**src/rtl/pc_seq_pkg.sv**
```systemverilog
// Shared types and constants for the fetch sequencer: state encoding,
// instruction width, PC increment and the default boot vector.
package pc_seq_pkg;

    localparam int          INSTR_W           = 32;
    localparam int          PC_INC            = 4;
    localparam logic [31:0] RESET_VEC_DEFAULT = 32'h0000_0000;

    typedef enum logic [2:0] {
        ST_BOOT,
        ST_REQ,
        ST_WAIT,
        ST_ISSUE,
        ST_HALT
    } state_e;

endpackage

```
**src/rtl/pc_sequencer_flopr.sv**
```systemverilog
// Resettable register with a parameterised reset value; holds the program counter.
module pc_sequencer_flopr #(
    parameter int                 P_WIDTH     = 32,
    parameter logic [P_WIDTH-1:0] P_RESET_VAL = '0
) (
    input  logic               i_clk,
    input  logic               i_rst_n,
    input  logic [P_WIDTH-1:0] d_i,
    output logic [P_WIDTH-1:0] q_o
);

    // NOTE: sequential state is written with non-blocking assignments only,
    // so every flop samples the pre-edge value of its inputs.
    always_ff @(posedge i_clk or negedge i_rst_n) begin
        if (!i_rst_n) q_o <= P_RESET_VAL;
        else          q_o <= d_i;
    end

endmodule

```
**src/rtl/pc_sequencer.sv**
```systemverilog
// Fetch controller: owns the PC, runs the imem req/gnt/rvalid handshake and
// issues instructions to decode. Optional macro: PC_MISALIGN_TRAP_EN.
module pc_sequencer
    import pc_seq_pkg::*;
#(
    parameter int                 P_WIDTH      = 32,
    parameter logic [P_WIDTH-1:0] P_RESET_VEC  = P_WIDTH'(RESET_VEC_DEFAULT),
    parameter int                 P_BOOT_DELAY = 2
) (
    input  logic               i_clk,
    input  logic               i_rst_n,
    output logic               o_imem_req,
    output logic [P_WIDTH-1:0] o_imem_addr,
    input  logic               i_imem_gnt,
    input  logic               i_imem_rvalid,
    input  logic [INSTR_W-1:0] i_imem_rdata,
    output logic [INSTR_W-1:0] o_instr,
    output logic               o_instr_valid,
    input  logic               i_instr_ready,
    output logic [P_WIDTH-1:0] o_pc,
    input  logic               i_redirect,
    input  logic [P_WIDTH-1:0] i_redirect_pc,
    input  logic               i_halt,
    output logic               o_halted,
    output logic               o_misalign
);

    localparam int CNT_W = (P_BOOT_DELAY < 2) ? 1 : $clog2(P_BOOT_DELAY + 1);

    state_e             state_q, state_d;
    logic [CNT_W-1:0]   cnt_q, cnt_d;
    logic [P_WIDTH-1:0] pc_q, pc_d;
    logic               stale_q, stale_d;
    logic               drain_q, drain_d;
    logic [INSTR_W-1:0] instr_q, instr_d;
    logic [P_WIDTH-1:0] ipc_q, ipc_d;

    logic [P_WIDTH-1:0] redir_tgt;
    logic               redir_bad;
    logic               stop;
    logic               redir_go;

`ifdef PC_MISALIGN_TRAP_EN
    assign redir_tgt = i_redirect_pc;
    assign redir_bad = i_redirect && (i_redirect_pc[1:0] != 2'b00);
`else
    logic unused_redir_lsbs;
    assign unused_redir_lsbs = ^i_redirect_pc[1:0];
    assign redir_tgt = {i_redirect_pc[P_WIDTH-1:2], 2'b00};
    assign redir_bad = 1'b0;
`endif

    // A trapped misaligned redirect stops fetch exactly like a halt request.
    assign stop     = i_halt | redir_bad;
    assign redir_go = i_redirect & ~stop;

    pc_sequencer_flopr #(
        .P_WIDTH     (P_WIDTH),
        .P_RESET_VAL (P_RESET_VEC)
    ) u_pc_reg (
        .i_clk   (i_clk),
        .i_rst_n (i_rst_n),
        .d_i     (pc_d),
        .q_o     (pc_q)
    );

    always_ff @(posedge i_clk or negedge i_rst_n) begin
        if (!i_rst_n) begin
            state_q <= ST_BOOT;
            cnt_q   <= CNT_W'(P_BOOT_DELAY);
            stale_q <= 1'b0;
            drain_q <= 1'b0;
            instr_q <= '0;
            ipc_q   <= P_RESET_VEC;
        end else begin
            state_q <= state_d;
            cnt_q   <= cnt_d;
            stale_q <= stale_d;
            drain_q <= drain_d;
            instr_q <= instr_d;
            ipc_q   <= ipc_d;
        end
    end

    always_comb begin
        // NOTE: every next-state value defaults to its current value first,
        // so no branch below can leave a signal unassigned and infer a latch.
        state_d = state_q;
        cnt_d   = cnt_q;
        pc_d    = pc_q;
        stale_d = stale_q;
        drain_d = drain_q;
        instr_d = instr_q;
        ipc_d   = ipc_q;

        case (state_q)
            ST_BOOT: begin
                if (stop) begin
                    state_d = ST_HALT;
                end else begin
                    if (redir_go) pc_d = redir_tgt;
                    if (cnt_q == '0) state_d = ST_REQ;
                    else             cnt_d   = cnt_q - CNT_W'(1);
                end
            end
            ST_REQ: begin
                if (stop) begin
                    if (i_imem_gnt) begin
                        state_d = ST_WAIT;
                        drain_d = 1'b1;
                    end else begin
                        state_d = ST_HALT;
                    end
                end else begin
                    if (redir_go) pc_d = redir_tgt;
                    if (i_imem_gnt) begin
                        state_d = ST_WAIT;
                        stale_d = redir_go;
                    end
                end
            end
            ST_WAIT: begin
                // Once a halt is pending, only the outstanding response matters.
                if (drain_q) begin
                    if (i_imem_rvalid) begin
                        state_d = ST_HALT;
                        drain_d = 1'b0;
                        stale_d = 1'b0;
                    end
                end else if (stop) begin
                    if (i_imem_rvalid) begin
                        state_d = ST_HALT;
                        stale_d = 1'b0;
                    end else begin
                        drain_d = 1'b1;
                    end
                end else if (redir_go) begin
                    pc_d = redir_tgt;
                    if (i_imem_rvalid) begin
                        state_d = ST_REQ;
                        stale_d = 1'b0;
                    end else begin
                        stale_d = 1'b1;
                    end
                end else if (i_imem_rvalid) begin
                    stale_d = 1'b0;
                    if (stale_q) begin
                        state_d = ST_REQ;
                    end else begin
                        instr_d = i_imem_rdata;
                        ipc_d   = pc_q;
                        state_d = ST_ISSUE;
                    end
                end
            end
            ST_ISSUE: begin
                if (stop) begin
                    state_d = ST_HALT;
                end else if (redir_go) begin
                    pc_d    = redir_tgt;
                    state_d = ST_REQ;
                end else if (i_instr_ready) begin
                    pc_d    = pc_q + P_WIDTH'(PC_INC);
                    state_d = ST_REQ;
                end
            end
            ST_HALT: begin
                state_d = ST_HALT;
            end
            default: begin
                state_d = ST_HALT;
            end
        endcase
    end

`ifdef PC_MISALIGN_TRAP_EN
    logic misalign_d, misalign_q;

    always_comb begin
        misalign_d = redir_bad && !i_halt &&
                     ((state_q == ST_BOOT) || (state_q == ST_REQ) ||
                      (state_q == ST_ISSUE) || ((state_q == ST_WAIT) && !drain_q));
    end

    always_ff @(posedge i_clk or negedge i_rst_n) begin
        if (!i_rst_n) misalign_q <= 1'b0;
        else          misalign_q <= misalign_d;
    end

    assign o_misalign = misalign_q;
`else
    assign o_misalign = 1'b0;
`endif

    assign o_imem_req    = (state_q == ST_REQ);
    assign o_imem_addr   = pc_q;
    assign o_instr_valid = (state_q == ST_ISSUE);
    assign o_instr       = instr_q;
    assign o_pc          = ipc_q;
    assign o_halted      = (state_q == ST_HALT);

endmodule

```
**config.mk**
```make
export PLATFORM = sky130hd
export DESIGN_NAME = pc_sequencer
export DESIGN_NICKNAME = d
export VERILOG_FILES = /design/src/rtl/pc_seq_pkg.sv /design/src/rtl/pc_sequencer_flopr.sv /design/src/rtl/pc_sequencer.sv
export SDC_FILE = /design/constraint.sdc
export NUM_CORES = 1
export LEC_CHECK = 0
export BUFFER_PORTS_ARGS = -buffer_cell sky130_fd_sc_hd__buf_2
export CAP_MARGIN = 20
export CORE_AREA = 2 2 98 100
export DETAILED_ROUTE_END_ITERATION = 12
export DIE_AREA = 0 0 100 102
export GPL_TIMING_DRIVEN = 0
export PLACE_DENSITY_LB_ADDON = 0.05
export SYNTH_ARGS = -nofsm -noshare
export SYNTH_HDL_FRONTEND = slang
export SYNTH_SLANG_ARGS = --single-unit
```
**constraint.sdc**
```tcl
create_clock -name i_clk -period 3.4 [get_ports i_clk]
set_input_delay 0.68 -clock i_clk [delete_from_list [all_inputs] [get_ports i_clk]]
set_output_delay 0.68 -clock i_clk [all_outputs]
set_load 0.1 [all_outputs]
```
**Word level (Yosys, flattened, before mapping)**

Cells that the tools add are included.

- Flip-flop bits (word level): 103
- Input port bits: 71
- Output and inout port bits: 100
- Word-level logic and storage cells: 76

- $add $sub $neg: 2
- Eq/ne operators: 14
- Multiplexer cells: 36
- Bitwise logic cells: 6
- Reductions and logical operators: 11

Operators by type and width:

| cell | number |
|---|---|
| 2-to-1 mux 32 bit | 6 |
| one-hot mux 32 bit (3 select lines) | 1 |
| 2-to-1 mux 3 bit | 14 |
| adder 32 x 3 -> 32 bit (second input constant) | 1 |
| one-hot mux 3 bit (4 select lines) | 1 |
| 2-to-1 mux 1 bit | 11 |
| AND reduction 3 bit | 3 |
| AND reduction 4 bit | 2 |
| == test 3 x 2 -> 1 bit (second input constant) | 2 |
| inequality test 2 bit (second input constant) | 3 |
| inequality test 3 x 1 -> 1 bit (second input constant) | 2 |
| AND reduction 6 bit | 1 |
| NOT 1 bit | 5 |
| inequality test 2 x 1 -> 1 bit (second input constant) | 2 |
| inequality test 4 x 1 -> 1 bit (second input constant) | 1 |
| inequality test 4 bit (second input constant) | 1 |
| one-hot mux 1 bit (2 select lines) | 2 |
| == test 3 x 1 -> 1 bit (second input constant) | 1 |
| == test 3 bit (second input constant) | 1 |
| logical NOT 3 bit | 1 |
| inequality test 3 bit (second input constant) | 1 |
| nonzero test 3 bit | 1 |
| logical NOT 2 bit | 1 |
| 2-to-1 mux 2 bit | 1 |
| other kinds (4) | 4 |

**Logic depth before layout (Yosys ltp)**

- Depth after elaboration: 6
- Mapped depth: 8
- Gate-level depth less buffers: 6

**Hierarchy**

Synthesis repeated with hierarchy kept, for this count alone.

- Cell total of the unflattened synthesis: 661
- Area, all modules: 6209.7 µm²

Modules (own cells, without submodules):

| module | times used | cells an instance | area an instance (µm²) | sequential area each (µm²) |
|---|---|---|---|---|
| pc_sequencer | 1 | 629 | 5408.9 | 1778.0 |
| pc_sequencer_flopr | 1 | 32 | 800.8 | 800.8 |

**Worst setup path before layout**

OpenSTA, ideal clock, no wires.

- Path type: reg2reg
- Start: register state_q[1]
- End: register stale_q
- Setup time: 134 ps
- Arrival time: 3616 ps
- Data required time: 3266 ps
- Setup slack: -350 ps
- Stages on the path, launching flop included: 7
- Path buffers: 1
- Period minus slack after synthesis: 3750 ps
- Cells stage by stage: dfrtp_1 > buf_2 > nor3b_1 > nand2_1 > nor2_1 > mux2i_1 > o22ai_1

- Word-level cells in the longest chain between the ends: 3
- Elaborated cells between the ends (all ways): 7
- Those cells by class: eq/ne: 4; mux: 1; reduce/logical: 2

RTL lines:

| what | RTL line | source |
|---|---|---|
| start: declaration | pc_sequencer.sv:30 | `state_e state_q, state_d;` |
| start signal: assignment | pc_sequencer.sv:76 | `state_q <= state_d;` |
| == test 3 x 1 -> 1 bit * | -- |  |
| via o_imem_req | pc_sequencer.sv:12 | `output logic o_imem_req,` |
| inequality test 2 bit (no source line), or another cell as far along | -- |  |
| AND reduction 3 bit (no source line) | -- |  |
| end signal: assignment | pc_sequencer.sv:78 | `stale_q <= stale_d;` |
| end: declaration | pc_sequencer.sv:33 | `logic stale_q, stale_d;` |

Mark *: on every way through the listed nets, which the timed path passes. The rest lies on a longest branch.
A chain may end at the register's enable or synchronous reset.

**Worst setup path in the final report**

- Start: register u_pc_reg.q_o[2]
- End: register u_pc_reg.q_o[28]

- Word-level cells in the longest chain between the ends: 5

RTL lines:

| what | RTL line | source |
|---|---|---|
| start: declaration | pc_sequencer_flopr.sv:9 | `output logic [P_WIDTH-1:0] q_o` |
| start signal: assignment | pc_sequencer_flopr.sv:16 | `else q_o <= d_i;` |
| adder 32 x 3 -> 32 bit | pc_sequencer.sv:163 | `pc_d = pc_q + P_WIDTH'(PC_INC);` |
| 2-to-1 mux 32 bit | pc_sequencer.sv:162 | `end else if (i_instr_ready) begin` |
| 2-to-1 mux 32 bit | pc_sequencer.sv:159 | `end else if (redir_go) begin` |
| 2-to-1 mux 32 bit | pc_sequencer.sv:157 | `if (stop) begin` |
| one-hot mux 32 bit (3 select lines) | pc_sequencer.sv:96 | `case (state_q)` |

No other way between the ends. The select of a mux whose other input is x is not followed.

==> results.py <==
metrics = {
    "clock_network": {
        "numCtsBuffers": 9,
        "cts_setup_buffers": 0,
        "clockBufferDepth": 2,
        "h-tree-depth": 3,
        "clk_latency_ps": 360,
        "cts-root-buf": "clkbuf_8",
        "holdBufCountCts": 0,
        "path_clk_slew_ps": 100,
        "cts_tree": "done",
        "clkSinkCount": 99,
        "cts_resized": 0,
    },
    "global_route": {
        "grt-ovfl-total": 0,
        "grt_use_total_pct": 25.4,
        "grt_antenna_before_repair": 0,
        "grt_pass1_vias": 4001,
        "grt_max_degree": 53,
        "grt_pass1_wl_um": 20400,
    },
    "worst_setup_path": {
        "worst_ep_required_time_ps": 3690,
        "worstPathArrival_ps": 2670,
        "end_kind": "flop",
        "reg2reg_from": "u_pc_reg.q_o[2]",
        "critical_path.startpoint": "u_pc_reg.q_o[2]",
        "crit_fanout": 8,
        "worstSetupStartpointType": "flop",
        "setup.worst_path.class": "flop to flop",
    },
    "logic_synthesis": {
        "yosysUniqueCellTypes": 55,
        "synth_top_area_share_pct": 51.1,
        "synth_area_leaders": "dfrtp_1, mux2_2, mux2_1",
        "synth-seq-cells": 99,
        "ys.flop_type": "dfrtp_1",
        "synth-edff-count": 0,
        "yosys.area.top_type": "dfrtp_1",
        "synthCells": 435,
        "syn_area_per_cell_um2": 11.0,
        "synth_seq_area_share_pct": 51.7,
        "ys_warn_count": 0,
        "synth_area_um2": 4800,
        "ys_async_sr_fraction_pct": 100,
    },
    "floorplan": {
        "die-area_um2": 10200,
        "initial_core_util_pct": 52.7,
        "die_y_um": 102,
        "placementRows": 35,
        "fp.dieW_um": 100,
        "core_area_um2": 9110,
        "ios": 171,
    },
    "worst_hold_path": {
        "hold_path_class": "input pin to asynchronous set/reset pin",
    },
    "sta": {
        "fin_skew_ps": 8.91,
        "worstMarginPinSlew_ps": 678,
        "relSlewSlack_pct": 54.4,
        "hold_viol_final": 0,
        "finalCritPeriodShare_pct": 70.1,
        "rsz0062_at_grt": "false",
        "setup_tns_ps": 0,
        "period_needed_ps": 2380,
        "fmax_mhz": 420,
        "setup_violations": 0,
        "maxSlewViolCount": 0,
    },
    "drt": {
        "ant_nets": 0,
        "drc": 0,
        "drt_wl_total_um": 12700,
        "wl_per_cell_um": 17.5,
        "vias": 4242,
        "firstDrtPassIters": 7,
        "dr.first_iter.drc_count": 261,
        "via_per_inst": 5.83,
    },
    "power_and_ir_drop": {
        "peakVddDrop_mv": 0.372,
        "power_density_nw_per_um2": 478,
        "leakagePower_uw": 0.00317,
    },
    "finish": {
        "utilization_pct": 65.7,
        "diodes": 0,
        "area_growth_pct": 24.6,
        "nets": 685,
        "layout-drive-gt1-share_pct": 42.8,
    },
    "run_status": {
        "status": "completed",
    },
    "place": {
        "port_buffers": 161,
        "post-dp-hpwl_um": 9230,
        "gp_congestion": 0.871,
    },
    "job": {
        "cap_violations": 0,
    },
}
[worst paths after layout]
check / slack [ps] / end / depth (start not counted)
min: 320 / o_instr[20] / 1
max in group asynchronous: 2340 / cnt_q[1] / 2
min in group i_clk: 480 / cnt_q[0] / 1
max reg2reg: 1020 / u_pc_reg.q_o[28] / 6
min reg2reg: 480 / cnt_q[0] / 1
max: 1020 / u_pc_reg.q_o[28] / 6
[layout by cell type, fill, tap and decap left out, types with 4 or more instances in the layout]
| cell type | synthesis | final |
|---|---|---|
| mux2_1 | 20 | 20 |
| and4_1 | 4 | 4 |
| a21oi_1 | 29 | 29 |
| and3_1 | 8 | 8 |
| buf_2 | 22 | 182 |
| o21ai_0 | 18 | 18 |
| inv_1 | 7 | 7 |
| mux2_2 | 41 | 41 |
| nand3_1 | 21 | 21 |
| conb_1 | 1 | 5 |
| a311oi_1 | 4 | 4 |
| nand2_1 | 21 | 21 |
| a211oi_1 | 5 | 5 |
| a2bb2oi_1 | 11 | 11 |
| nor3_1 | 8 | 8 |
| clkbuf_8 | 0 | 9 |
| buf_4 | 5 | 6 |
| nand4_1 | 11 | 11 |
| o211ai_1 | 5 | 5 |
| or4_1 | 4 | 4 |
| dfrtp_1 | 98 | 98 |
| nor4_1 | 4 | 4 |
| nor2_1 | 27 | 27 |
| o22ai_1 | 9 | 9 |
[cells in the mapped netlist (2+ instances only)]
library cell  count
nor2_1           27
mux2_2           41
nand4_1          11
o211ai_1          5
a22oi_1           3
dfrtp_1          98
and2_1            3
nor3b_1           3
o22ai_1           9
inv_1             7
a311oi_1          4
nand3_2           2
a21oi_1          29
nand2_1          21
nand3_1          21
a211oi_1          5
a2bb2oi_1        11
and3_1            8
clkbuf_1          3
buf_4             5
nor3_1            8
o21a_1            3
a31oi_1           2
o21ai_0          18
a31o_2            3
mux2_1           20
ha_1              2
buf_2            22
nor4_1            4
or2_2             2
or3_1             2
and4_1            4
o21ai_1           2
o22a_1            3
or4_1             4
[area by class of cell]
class / instances / area (um^2)
inverters: 7 / 26.3
plain buffers: 31 / 170
well taps: 111 / 139
flip-flops and latches: 99 / 2480
repair buffers: 162 / 836
fillers: 774 / 3130
multi-input cells: 302 / 2150
clock inverters: 7 / 58.8
clock buffers: 9 / 124
[worst max-delay path: stages, from the launching register on]
cell	delay (ps)
dfrtp_1	520
ha_1	270
and3_1	280
nand3_1	220
nor4_1	660
a211oi_1	170
nor3_1	190
[metal layers]
layer | vias up | GRT usage, % | wire length [um]
met2 | 193 | 40.9 | 5940
met5 | - | 0 | 0
met3 | 18 | 3.83 | 895
li1 | 1960 | - | -
met4 | 0 | 8.43 | 213
met1 | 2071 | 35.7 | 5670
[state kept, by name (all words and copies together), names as in the netlist]
register	count
u_pc_reg.q_o	30
stale_q	1
o_instr	32
drain_q	1
cnt_q	2
o_pc	30
state_q	3
[stage by stage]
stage | cell area (um^2) | cells | hold slack, ps | worst slack, ps | power (uW)
2_1_floorplan | 4820 | 439 | 384 | 784 | 1960
3_3_place_gp | 5770 | 711 | 460 | 630 | 2150
3_5_place_dp | 5800 | 712 | 467 | 893 | 2160
4_1_cts | 5980 | 728 | 341 | 1050 | 2870
5_1_grt | 5980 | 728 | 363 | 949 | 2980
6_report | 5980 | 728 | 318 | 1020 | 2860
[where the power goes]
group / internal, uW / switching, uW / leakage (uW)
Clock: 280 / 444 / 0.0000925
Combinational: 149 / 629 / 0.00176
Sequential: 1250 / 109 / 0.00131
Total: 1680 / 1180 / 0.00317
[cell families after synthesis]
logic type,after synthesis,share of synthesized area (%)
fa+ha+maj,2,0.521
other cells,1,0.0782
xor+xnor,1,0.183
buf+inv,38,4.09
mux,62,14.5
compound gates,104,14.2
flops,99,51.7
simple gates,128,14.7
Power figures use the tool's default switching activity.
